[src/rtl/bp_me_route_pkg.sv]
// Shared types and field positions for the address-to-CCE router.
// Latency: n/a (types and constants only).
// Backpressure: n/a.
package bp_me_route_pkg;

    typedef enum logic [1:0] {
        route_io_e     = 2'd0,
        route_local_e  = 2'd1,
        route_dram_e   = 2'd2,
        route_coproc_e = 2'd3
    } bp_me_route_class_e;

    typedef enum logic [1:0] {
        stripe_block_e = 2'd0,
        stripe_page_e  = 2'd1,
        stripe_hash_e  = 2'd2,
        stripe_fixed_e = 2'd3
    } bp_me_stripe_mode_e;

    // Fields of a local (below-DRAM) address.
    localparam int local_dev_lsb_gp   = 18;
    localparam int local_dev_width_gp = 4;
    localparam int local_cce_lsb_gp   = 22;
    localparam int local_cce_width_gp = 7;

endpackage

[src/rtl/bp_me_addr_route_classify.sv]
// Combinational address classifier: paddr + stripe mode/fixed id -> {class, cce id, err}.
// Latency: zero (purely combinational).
// Backpressure: none; the caller latches the result on accept.
module bp_me_addr_route_classify
    import bp_me_route_pkg::*;
#(
    parameter int                       paddr_width_p  = 40,
    parameter int                       cce_id_width_p = 6,
    parameter int                       num_core_p     = 4,
    parameter int                       num_io_p       = 1,
    parameter int                       io_cce_base_p  = 4,
    parameter int                       did_width_p    = 3,
    parameter int                       block_offset_p = 6,
    parameter int                       page_offset_p  = 12,
    parameter logic [paddr_width_p-1:0] dram_base_p    = 40'h00_8000_0000,
    parameter logic [paddr_width_p-1:0] coproc_base_p  = 40'h10_0000_0000,
    parameter int                       host_dev_p     = 1
) (
    input  logic [paddr_width_p-1:0]  paddr,
    input  bp_me_stripe_mode_e        mode,
    input  logic [cce_id_width_p-1:0] fixed_id,
    output bp_me_route_class_e        route_class,
    output logic [cce_id_width_p-1:0] cce_id,
    output logic                      err
);

    localparam int lg_core_lp   = $clog2(num_core_p);
    localparam int hash_w_lp    = (lg_core_lp == 0) ? 1 : lg_core_lp;
    localparam int hash_bits_lp = paddr_width_p - did_width_p - block_offset_p;
    // Masks rather than L-bit slices so that L==0 (single core / single IO) collapses to 0.
    localparam logic [paddr_width_p-1:0] core_mask_lp = paddr_width_p'(num_core_p - 1);
    localparam logic [paddr_width_p-1:0] io_mask_lp   = paddr_width_p'((1 << $clog2(num_io_p)) - 1);

    // XOR-fold of the block-index bits into L-bit chunks; the partial top chunk is
    // implicitly zero-padded because its missing bits never toggle anything.
    function automatic logic [paddr_width_p-1:0] hash_f(input logic [paddr_width_p-1:0] a);
        logic [paddr_width_p-1:0] h;
        h = '0;
        for (int i = 0; i < hash_bits_lp; i++) begin
            h[i % hash_w_lp] = h[i % hash_w_lp] ^ a[block_offset_p + i];
        end
        return h & core_mask_lp;
    endfunction

    logic [did_width_p-1:0]        did;
    logic [local_dev_width_gp-1:0] dev;
    logic [local_cce_width_gp-1:0] cce_field;
    logic                          below_dram;
    logic                          below_coproc;
    logic                          is_io;
    logic [paddr_width_p-1:0]      io_sel;
    logic [paddr_width_p-1:0]      dram_id;

    assign did          = paddr[paddr_width_p-1 -: did_width_p];
    assign dev          = paddr[local_dev_lsb_gp +: local_dev_width_gp];
    assign cce_field    = paddr[local_cce_lsb_gp +: local_cce_width_gp];
    assign below_dram   = (paddr < dram_base_p);
    assign below_coproc = (paddr < coproc_base_p);
    assign is_io        = (did != '0)
                        | (below_dram & (dev == local_dev_width_gp'(host_dev_p)))
                        | (below_dram & (cce_field >= local_cce_width_gp'(num_core_p)));
    assign io_sel       = (paddr >> page_offset_p) & io_mask_lp;

    always_comb begin
        dram_id = '0;
        case (mode)
            stripe_block_e: dram_id = (paddr >> block_offset_p) & core_mask_lp;
            stripe_page_e:  dram_id = (paddr >> page_offset_p) & core_mask_lp;
            stripe_hash_e:  dram_id = hash_f(paddr);
            default:        dram_id = paddr_width_p'(fixed_id);
        endcase
    end

    always_comb begin
        route_class = route_coproc_e;
        cce_id      = '0;
        err         = 1'b0;
        if (is_io) begin
            route_class = route_io_e;
            cce_id      = cce_id_width_p'(io_cce_base_p) + io_sel[cce_id_width_p-1:0];
        end else if (below_dram) begin
            // cce_field < num_core_p here, so narrowing loses nothing.
            route_class = route_local_e;
            cce_id      = cce_id_width_p'(cce_field);
        end else if (below_coproc) begin
            route_class = route_dram_e;
            cce_id      = dram_id[cce_id_width_p-1:0];
        end else begin
            err         = 1'b1;
        end
    end

endmodule

[src/rtl/bp_me_fifo_2.sv]
// Generic two-entry in-order FIFO primitive (clk_i, reset_i, v_i/data_i/ready_o in, v_o/data_o/yumi_i out).
// Latency: data written on one edge is visible on v_o/data_o after that edge.
// Backpressure: ready_o = not full; no ready-through, a dequeue while full frees space next cycle.
module bp_me_fifo_2 #(
    parameter int width_p = 8
) (
    input  logic               clk_i,
    input  logic               reset_i,
    input  logic               v_i,
    input  logic [width_p-1:0] data_i,
    output logic               ready_o,
    output logic               v_o,
    output logic [width_p-1:0] data_o,
    input  logic               yumi_i
);

    logic [width_p-1:0] mem_r [2];
    logic               rd_ptr_r;
    logic               wr_ptr_r;
    logic [1:0]         count_r;
    logic               enq;
    logic               deq;

    assign ready_o = (count_r != 2'd2);
    assign v_o     = (count_r != 2'd0);
    assign data_o  = mem_r[rd_ptr_r];
    assign enq     = v_i & ready_o;
    assign deq     = yumi_i & v_o;

    always_ff @(posedge clk_i or posedge reset_i) begin
        if (reset_i) begin
            mem_r[0] <= '0;
            mem_r[1] <= '0;
            rd_ptr_r <= 1'b0;
            wr_ptr_r <= 1'b0;
            count_r  <= 2'd0;
        end else begin
            if (enq) begin
                mem_r[wr_ptr_r] <= data_i;
                wr_ptr_r        <= ~wr_ptr_r;
            end
            if (deq) begin
                rd_ptr_r <= ~rd_ptr_r;
            end
            count_r <= count_r + {1'b0, enq} - {1'b0, deq};
        end
    end

endmodule

[src/rtl/bp_me_addr_to_cce_id_router.sv]
// Pipelined address-to-CCE router: classify paddr, latch {class,id,err} into a 2-entry FIFO.
// Latency: one cycle from accept to v_o. Optional per-class counters: BP_ME_ADDR_ROUTE_STATS_EN.
// Backpressure: ready_o = FIFO not full (no ready-through); outputs held until yumi_i.
// Ports: cfg_v_i/cfg_mode_i/cfg_fixed_id_i config write; v_i/paddr_i/ready_o request;
//        v_o/cce_id_o/class_o/err_o/yumi_i result; stats_o = {coproc,dram,local,io} counters.
module bp_me_addr_to_cce_id_router
    import bp_me_route_pkg::*;
#(
    parameter int                       paddr_width_p  = 40,
    parameter int                       cce_id_width_p = 6,
    parameter int                       num_core_p     = 4,
    parameter int                       num_io_p       = 1,
    parameter int                       io_cce_base_p  = 4,
    parameter int                       did_width_p    = 3,
    parameter int                       block_offset_p = 6,
    parameter int                       page_offset_p  = 12,
    parameter logic [paddr_width_p-1:0] dram_base_p    = 40'h00_8000_0000,
    parameter logic [paddr_width_p-1:0] coproc_base_p  = 40'h10_0000_0000,
    parameter int                       host_dev_p     = 1
) (
    input  logic                      clk_i,
    input  logic                      reset_i,
    input  logic                      cfg_v_i,
    input  logic [1:0]                cfg_mode_i,
    input  logic [cce_id_width_p-1:0] cfg_fixed_id_i,
    input  logic [paddr_width_p-1:0]  paddr_i,
    input  logic                      v_i,
    output logic                      ready_o,
    output logic [cce_id_width_p-1:0] cce_id_o,
    output logic [1:0]                class_o,
    output logic                      err_o,
    output logic                      v_o,
    input  logic                      yumi_i,
    output logic [127:0]              stats_o
);

    localparam int entry_w_lp = 3 + cce_id_width_p;

    bp_me_stripe_mode_e        mode_r;
    logic [cce_id_width_p-1:0] fixed_id_r;
    bp_me_route_class_e        route_class;
    logic [cce_id_width_p-1:0] route_id;
    logic                      route_err;
    logic [entry_w_lp-1:0]     head;
    logic                      accept;

    assign accept = v_i & ready_o;

    // Requests accepted on the cfg_v_i cycle still see the old registers.
    always_ff @(posedge clk_i or posedge reset_i) begin
        if (reset_i) begin
            mode_r     <= stripe_block_e;
            fixed_id_r <= '0;
        end else if (cfg_v_i) begin
            mode_r     <= bp_me_stripe_mode_e'(cfg_mode_i);
            fixed_id_r <= cfg_fixed_id_i;
        end
    end

    bp_me_addr_route_classify #(
        .paddr_width_p (paddr_width_p),
        .cce_id_width_p(cce_id_width_p),
        .num_core_p    (num_core_p),
        .num_io_p      (num_io_p),
        .io_cce_base_p (io_cce_base_p),
        .did_width_p   (did_width_p),
        .block_offset_p(block_offset_p),
        .page_offset_p (page_offset_p),
        .dram_base_p   (dram_base_p),
        .coproc_base_p (coproc_base_p),
        .host_dev_p    (host_dev_p)
    ) classify (
        .paddr      (paddr_i),
        .mode       (mode_r),
        .fixed_id   (fixed_id_r),
        .route_class(route_class),
        .cce_id     (route_id),
        .err        (route_err)
    );

    bp_me_fifo_2 #(
        .width_p(entry_w_lp)
    ) out_fifo (
        .clk_i  (clk_i),
        .reset_i(reset_i),
        .v_i    (v_i),
        .data_i ({route_class, route_err, route_id}),
        .ready_o(ready_o),
        .v_o    (v_o),
        .data_o (head),
        .yumi_i (yumi_i)
    );

    assign class_o  = head[entry_w_lp-1 -: 2];
    assign err_o    = head[cce_id_width_p];
    assign cce_id_o = head[cce_id_width_p-1:0];

`ifdef BP_ME_ADDR_ROUTE_STATS_EN
    logic [3:0][31:0] stat_cnt_r;

    // A config write clears the counters and takes precedence over a same-cycle accept.
    always_ff @(posedge clk_i or posedge reset_i) begin
        if (reset_i) begin
            stat_cnt_r <= '0;
        end else if (cfg_v_i) begin
            stat_cnt_r <= '0;
        end else if (accept) begin
            stat_cnt_r[route_class] <= stat_cnt_r[route_class] + 32'd1;
        end
    end

    assign stats_o = stat_cnt_r;
`else
    logic unused_accept;
    assign unused_accept = accept;
    assign stats_o       = '0;
`endif

endmodule

[config.mk]
export PLATFORM = sky130hd
export DESIGN_NAME = bp_me_addr_to_cce_id_router
export DESIGN_NICKNAME = d
export VERILOG_FILES = /design/src/rtl/bp_me_route_pkg.sv /design/src/rtl/bp_me_addr_route_classify.sv /design/src/rtl/bp_me_fifo_2.sv /design/src/rtl/bp_me_addr_to_cce_id_router.sv
export SDC_FILE = /design/constraint.sdc
export NUM_CORES = 1
export LEC_CHECK = 0
export BUFFER_PORTS_ARGS = -buffer_cell sky130_fd_sc_hd__buf_2
export CORE_MARGIN = 2
export CORE_UTILIZATION = 46
export DETAILED_ROUTE_END_ITERATION = 16
export GPL_TIMING_DRIVEN = 0
export PLACE_DENSITY = 0.88
export RECOVER_POWER = 100
export SYNTH_ARGS = -nofsm -noshare
export SYNTH_HDL_FRONTEND = slang
export SYNTH_HIERARCHICAL = 1
export SYNTH_SLANG_ARGS = --single-unit
[constraint.sdc]
create_clock -name clk_i -period 4.4 [get_ports clk_i]
set_input_delay 0.88 -clock clk_i [delete_from_list [all_inputs] [get_ports clk_i]]
set_output_delay 0.88 -clock clk_i [all_outputs]
set_load 0.01 [all_outputs]
==> flow_summary.json <==
{
  "hold_path.class": "reg -> reg",
  "start_kind": "primary input",
  "fmax_mhz": 378,
  "critical_path_class": "in -> reg",
  "cp.arrival_ns": 2.81,
  "grt_pass1_wl_um": 7870,
  "irDropWorstVdd_v": 0.000239,
  "dp.cells": 540,
  "setup_viol": 0,
  "cp_max_fo": 7,
  "io_buffers": 56,
  "die_y_um": 82.1,
  "synthToLayoutAreaGrowth_pct": 31.0,
  "syn-cell-area_um2": 2810,
  "tns_ns": 0,
  "synth_top_area_frac": 0.343,
  "avgRoutedWirePerCell_um": 9.54,
  "dpl.hpwl_um": 4510,
  "met1_usage": 0.158,
  "synthMostInstantiatedCell": "buf_4",
  "syn_inst": 282,
  "maxSlewHeadroom": 0.112,
  "post_cts_resized": 0,
  "multi_input_comb_area_um2": 1470,
  "antenna_found_initial": 0,
  "grt_pass1_vias": 1792,
  "cts-root-buf": "clkbuf_8",
  "min_to": "mode_r[0]",
  "holdCritStartpoint": "mode_r[0]",
  "end_kind": "flip-flop",
  "use_met3": 0.0424,
  "start_util": 0.474,
  "rr_worst_depth": 3,
  "drive_above_1_share": 0.452,
  "synth_edf_count": 0,
  "ys_seq_area_frac": 0.268,
  "pin_count": 192,
  "num_antenna_cells": 0,
  "reg2reg_from": "out_fifo/count_r[1]",
  "finClkSkew_ns": 0.00516,
  "fin_crit_sh": 0.601,
  "rsz0062_at_grt": "false",
  "htreeDepth": 2,
  "cellPowerDensity_nw_per_um2": 304,
  "fp.dieArea_um2": 6740,
  "synth_area_per_cell_um2": 9.95,
  "ys_ff_latch": 30,
  "grt.overflow.total": 0,
  "ant_nets": 0,
  "async_flop_share": 1.00,
  "drv_slew": 0,
  "instances_no_fill": 548,
  "clkTransAtPathRegs_ns": 0.06,
  "power.total_w": 0.00112,
  "clk_latency_ns": 0.28,
  "place.gp.congestion": 0.705,
  "min_path_cells": 1,
  "critPathRequiredTime_ns": 4.56,
  "reg2reg_slack_ns": 2.25,
  "worstReg2RegEnd": "out_fifo/mem_r[11]",
  "firstDrtPassIters": 2,
  "grt_start_max_net_pins": 23,
  "synth_common_cells": "128 x buf_4, 30 x dfrtp_1, 28 x xnor2_1",
  "yosysWarningCount": 6,
  "viasPerCell": 3.68,
  "cts.path.max_buffers": 2,
  "max_cap_viol_count": 0,
  "die_w_um": 82.1,
  "power.leakage_nw": 2.12,
  "yosysUniqueCellTypes": 43,
  "busiest_layer": "met2",
  "synth_area_leaders": "buf_4 34%, dfrtp_1 27%, mux2_2 11%",
  "worst_pin_slew_ns": 1.32,
  "post_cts_buffers": 0,
  "cts_tree": "yes",
  "drt_wl_total_um": 5230,
  "hold_viol": 0,
  "vias": 2014,
  "cts_sinks": 30,
  "seq_area_um2": 751,
  "fp.coreArea_um2": 5920,
  "pre_cts_slack_ns": 1.64,
  "rows": 28,
  "fillers": 513,
  "cts-buffers-inserted": 5,
  "status": "completed",
  "yosys.area.top_type": "buf_4",
  "grt_usage": 0.152,
  "worst_slack_ns": 1.76,
  "post-route-drc-count": 0,
  "use_met2": 0.289,
  "nets": 526,
  "period_needed_ns": 2.64,
  "drt_iter0_drc": 45,
  "synth_ff_type": "dfrtp_1",
  "postCtsHoldBufs": 0
}
[state kept, by name, summed over array words and instances, names as in the netlist]
name,cells
out_fifo/wr_ptr_r,1
out_fifo/count_r,2
out_fifo/rd_ptr_r,1
fixed_id_r,6
out_fifo/mem_r,18
mode_r,2
[cell families (layout without fill, tap and decap cells)]
family / count (synthesis) / after routing / share of synthesized area
fa+ha+maj: 1 / 1 / 0.00446
simple gates: 32 / 32 / 0.0798
compound gates: 14 / 14 / 0.0357
flops: 30 / 30 / 0.268
buf+inv: 136 / 200 / 0.356
xor+xnor: 31 / 31 / 0.0968
mux: 37 / 37 / 0.158
other cells: 1 / 128 / 0.00134
[critical path: stages]
cell and delay, ns:
clkbuf_1 0.10, or4_1 0.55, nor2_1 0.38, nor2_2 0.06, and3_1 0.23, a211o_1 0.33, mux2_2 0.27
[layer usage]
| layer | wire, um | vias to the layer above | part of all wire |
|---|---|---|---|
| met1 | 1870 | 861 | 0.36 |
| met4 | 61 | 0 | 0.012 |
| met5 | 0 | - | 0 |
| li1 | - | 1042 | - |
| met3 | 509 | 8 | 0.097 |
| met2 | 2790 | 103 | 0.53 |
[layout make-up]
type | instances | area share
Multi-Input combinational cell | 243 | 0.399
Buffer | 131 | 0.264
Sequential cell | 30 | 0.204
Timing Repair Buffer | 56 | 0.0718
Tap cell | 75 | 0.0255
Clock buffer | 5 | 0.0187
Clock inverter | 3 | 0.0109
Inverter | 5 | 0.00511
[cells in the final DEF (no fill, tap or decap), drive strengths merged, types with 2 or more instances in the layout]
| master | Yosys | final |
|---|---|---|
| nand2 | 2 | 2 |
| nand3 | 4 | 4 |
| nor2 | 8 | 8 |
| clkinv | 0 | 3 |
| conb | 1 | 128 |
| a31oi | 2 | 2 |
| o21a | 2 | 2 |
| inv | 5 | 4 |
| mux2i | 2 | 2 |
| o32ai | 2 | 2 |
| mux2 | 35 | 35 |
| o21ai | 2 | 2 |
| nand2b | 2 | 2 |
| or4 | 2 | 2 |
| xor2 | 3 | 3 |
| and2 | 3 | 3 |
| nor2b | 4 | 4 |
| nor3 | 2 | 2 |
| dfrtp | 30 | 30 |
| a21oi | 2 | 2 |
| xnor2 | 28 | 28 |
| clkbuf | 2 | 21 |
| buf | 129 | 171 |
[worst max-delay path by stage]
stage,start,endpoint,slack (ns)
final,paddr_i[35],out_fifo/mem_r[11],1.76
after global routing,paddr_i[35],out_fifo/mem_r[11],1.63
after CTS,out_fifo/rd_ptr_r,cce_id_o[0],1.88
after detailed placement,paddr_i[25],out_fifo/mem_r[11],1.64
after global placement,paddr_i[25],out_fifo/mem_r[11],1.67
after floorplan,paddr_i[35],out_fifo/mem_r[11],1.95
[where the power goes]
| group | leakage (nW) | switching, W | internal (W) |
|---|---|---|---|
| Clock | 0.0579 | 0.000101 | 0.000166 |
| Combinational | 1.68 | 0.000231 | 0.000245 |
| Sequential | 0.381 | 0.0000418 | 0.000332 |
| Total | 2.12 | 0.000374 | 0.000744 |
[stage by stage]
stage           util  instance area (um2)  hold WS (ns)
3_5_place_dp   0.617                 3660         0.493
4_1_cts        0.636                 3760         0.506
6_report       0.621                 3680         0.495
5_1_grt        0.621                 3680         0.520
2_1_floorplan      -                 3280         0.473
3_3_place_gp   0.617                 3660         0.482
(Power assumes the default switching activity.)
